[src/rtl/variable_fa.sv]
// variable_fa: N-bit ripple-carry adder with registered sum and carry-out, async active-low reset
module variable_fa #(
  parameter int N = 4
) (
  input  logic         clk,
  input  logic         rst_n,
  input  logic [N-1:0] a,
  input  logic [N-1:0] b,
  input  logic         cin,
  output logic [N-1:0] sum,
  output logic         cout
);
  logic [N:0]   c;
  logic [N-1:0] s;
  assign c[0] = cin;
  for (genvar i = 0; i < N; i++) begin : g_fa
    assign s[i]   = a[i] ^ b[i] ^ c[i];
    assign c[i+1] = (a[i] & b[i]) | (c[i] & (a[i] ^ b[i]));
  end
  always_ff @(posedge clk or negedge rst_n) begin
    if (!rst_n) begin
      sum  <= '0;
      cout <= 1'b0;
    end else begin
      sum  <= s;
      cout <= c[N];
    end
  end
endmodule

[config.mk]
export PLATFORM = sky130hd
export DESIGN_NAME = variable_fa
export DESIGN_NICKNAME = d
export VERILOG_FILES = /design/src/rtl/variable_fa.sv
export SDC_FILE = /design/constraint.sdc
export NUM_CORES = 1
export LEC_CHECK = 0
export BUFFER_PORTS_ARGS = -buffer_cell sky130_fd_sc_hd__buf_2
export CAP_MARGIN = 25
export CORE_AREA = 2 2 39 41
export DETAILED_ROUTE_END_ITERATION = 12
export DIE_AREA = 0 0 41 43
export PLACE_DENSITY = 0.38
export SYNTH_ARGS = -nofsm -noshare
export SYNTH_HDL_FRONTEND = slang
export SYNTH_SLANG_ARGS = --single-unit
[constraint.sdc]
create_clock -name clk -period 0.8 [get_ports clk]
set_input_delay 0 -clock clk [delete_from_list [all_inputs] [get_ports clk]]
set_output_delay 0 -clock clk [all_outputs]
set_load 0.005 [all_outputs]
==> impl_metrics.env <==
export IMPL_status="complete, but fails checks"
export IMPL_violations="setup timing"
export IMPL_met3_length_um=51
export IMPL_nets=55
export IMPL_root_buffer="clkbuf_4"
export IMPL_avgSynthCellArea_um2=12.8
export IMPL_pwr_share_seq=0.414
export IMPL_rsz0062_at_grt="yes"
export IMPL_dpl_hpwl_um=343
export IMPL_ff_latch_area_um2=125
export IMPL_vias=182
export IMPL_core_um2=1380
export IMPL_fillers=158
export IMPL_cellPowerDensity_nw_per_um2=1880
export IMPL_ant_nets=0
export IMPL_n_antenna_cell=0
export IMPL_worstSetupStartpointType="input port"
export IMPL_p_sw_frac=0.228
export IMPL_fmax_mhz=709
export IMPL_cap_violations=0
export IMPL_finalSetupViolCount=4
export IMPL_crit_path_end_kind="flop"
export IMPL_slowest_delay_ns=0.40
export IMPL_io_buffer_count=15
export IMPL_syn_to_final_growth_pct=59.8
export IMPL_maxSlewHeadroom=0.929
export IMPL_worstPathRequired_ns=0.97
export IMPL_syn_area_um2=243
export IMPL_overflow=0
export IMPL_cts_buffers_inserted=3
export IMPL_grtUsageTotal=0.0619
export IMPL_finish_utilization=0.280
export IMPL_arrival_ns=1.58
export IMPL_viasPerCell=3.31
export IMPL_clock_power_share=0.381
export IMPL_cp_max_fo=1
export IMPL_synthTopCellsByArea="dfrtp_1, fa_1, inv_1"
export IMPL_grt_max_degree=6
export IMPL_multiInputGateArea_um2=87.6
export IMPL_fin_crit_ns=1.41
export IMPL_drive_above_1_share=0.641
export IMPL_wl_per_cell_um=6.95
export IMPL_routed_wl_um=382
export IMPL_clock_sinks=5
export IMPL_grt_pass1_vias=180
export IMPL_total_leakage_power_nw=0.214
export IMPL_synth_cell_types=3
export IMPL_synth_seq_cells=5
export IMPL_die_w_um=41
export IMPL_fp_row_count=14
export IMPL_grt_pass1_wl_um=579
export IMPL_cts_max_level=1
export IMPL_path_class="in2reg"
export IMPL_met1_length_um=105
export IMPL_finalHoldViolCount=0
export IMPL_switchingPower_mw=0.166
export IMPL_synth_seq_area_share=0.515
export IMPL_clockBufferDepth=2
export IMPL_hp_class="in2reg"
export IMPL_dieArea_um2=1760
export IMPL_drc=0
export IMPL_gp_congestion=0.580
export IMPL_comb_power_share=0.205
export IMPL_synthCells=19
export IMPL_ir_drop_v=0.000424
export IMPL_drv_slew=0
export IMPL_start_util=0.175
export IMPL_synth_top_cell_area_share=0.515
export IMPL_ios=16
export IMPL_syn_nets=34
export IMPL_worstPathCellList="buf_6 -> fa_2 -> inv_2 -> fa_2 -> inv_2 -> fa_2 -> inv_2 -> fa_1 -> inv_1"
export IMPL_tightest_slew_ns=0.107
export IMPL_period_share=1.76
export IMPL_top_layer_used="met4"
export IMPL_setup_slack_ns=-0.610
export IMPL_synth_top_area_cell="dfrtp_1"
export IMPL_die_height_um=43
export IMPL_clkTransAtPathRegs_ns=0.04
export IMPL_wl_met2_um=205
export IMPL_post_cts_buffers=0
export IMPL_firstDrtPassIters=1
export IMPL_drt_iter0_markers=0
export IMPL_p_int_mw=0.562
export IMPL_antenna_found_initial=0
export IMPL_ys_warn_count=0
export IMPL_pre_cts_slack_ns=-0.930
export IMPL_cts_tree="yes"
export IMPL_critPathSlowestCell="fa_1"
## cells in the final DEF (no fill, tap or decap)
master	n
fa_1	1
buf_6	1
dfrtp_1	5
buf_2	14
inv_1	6
clkbuf_1	1
fa_2	3
clkbuf_4	3
inv_2	4
dlygate4sd3_1	1
## power groups by stage
stage | clock network, mW | registers, mW | logic (mW)
after floorplan | 0 | 0.315 | 0.0521
after global placement | 0 | 0.304 | 0.141
after detailed placement | 0 | 0.305 | 0.146
after CTS | 0.294 | 0.302 | 0.152
after global routing | 0.307 | 0.303 | 0.179
final | 0.278 | 0.301 | 0.149
## Yosys cell counts (all sizes together)
library cell,instances
dfrtp,5
fa,4
inv,10
## through the flow
| stage | TNS (ns) | instance area [um2] | cells | hold slack [ns] | power, mW |
|---|---|---|---|---|---|
| after floorplan | -1.88 | 250 | 19 | -0.296 | 0.367 |
| after global placement | -2.45 | 345 | 50 | -0.187 | 0.445 |
| after detailed placement | -2.50 | 345 | 50 | -0.185 | 0.451 |
| after CTS | -1.28 | 388 | 55 | 0.0474 | 0.748 |
| after global routing | -1.43 | 388 | 55 | 0.0530 | 0.790 |
| final | -1.29 | 388 | 55 | 0.0571 | 0.729 |
## critical path: cells and delay by family
kind	cells	cell delay [ns]
buffers and inverters	5	0.31
adders and majority gates	4	1.27
## kinds of logic (layout without fill, tap and decap cells)
kind of cell / Yosys count / in the layout / synth area share
adders and majority gates: 4 / 4 / 0.330
buffers and inverters: 10 / 30 / 0.155
DFF: 5 / 5 / 0.515
## timing repair
action                     CTS  global route
hold buffers                 1             0
setup endpoints to repair    4             4
hold endpoints to repair     5             0
resized for setup            1             1
pin swaps                    4             0
## registers in the layout, summed over array words and instances (netlist names)
name	flops
sum	4
cout	1
## path summary, 6_finish.rpt
path,startpoint,endpoint,slack [ns],cells past startpoint
max,cin,sum[3],-0.61,9
min,cin,sum[0],0.06,2
max in group asynchronous,rst_n,sum[3],0.57,2
min in group asynchronous,rst_n,sum[1],0.10,2
## cell type report
cell class / count / area share
clock buffer: 4 / 0.0677
multi-input combinational: 4 / 0.226
timing repair buffer: 16 / 0.235
tap: 16 / 0.0516
sequential: 5 / 0.323
inverter: 10 / 0.0968
## per-layer routing
layer	global-route usage	up-vias
met5	0	-
met4	0.140	0
met3	0.0157	2
met2	0.0813	10
met1	0.0365	84
li1	-	86
(Power assumes the default switching activity.)
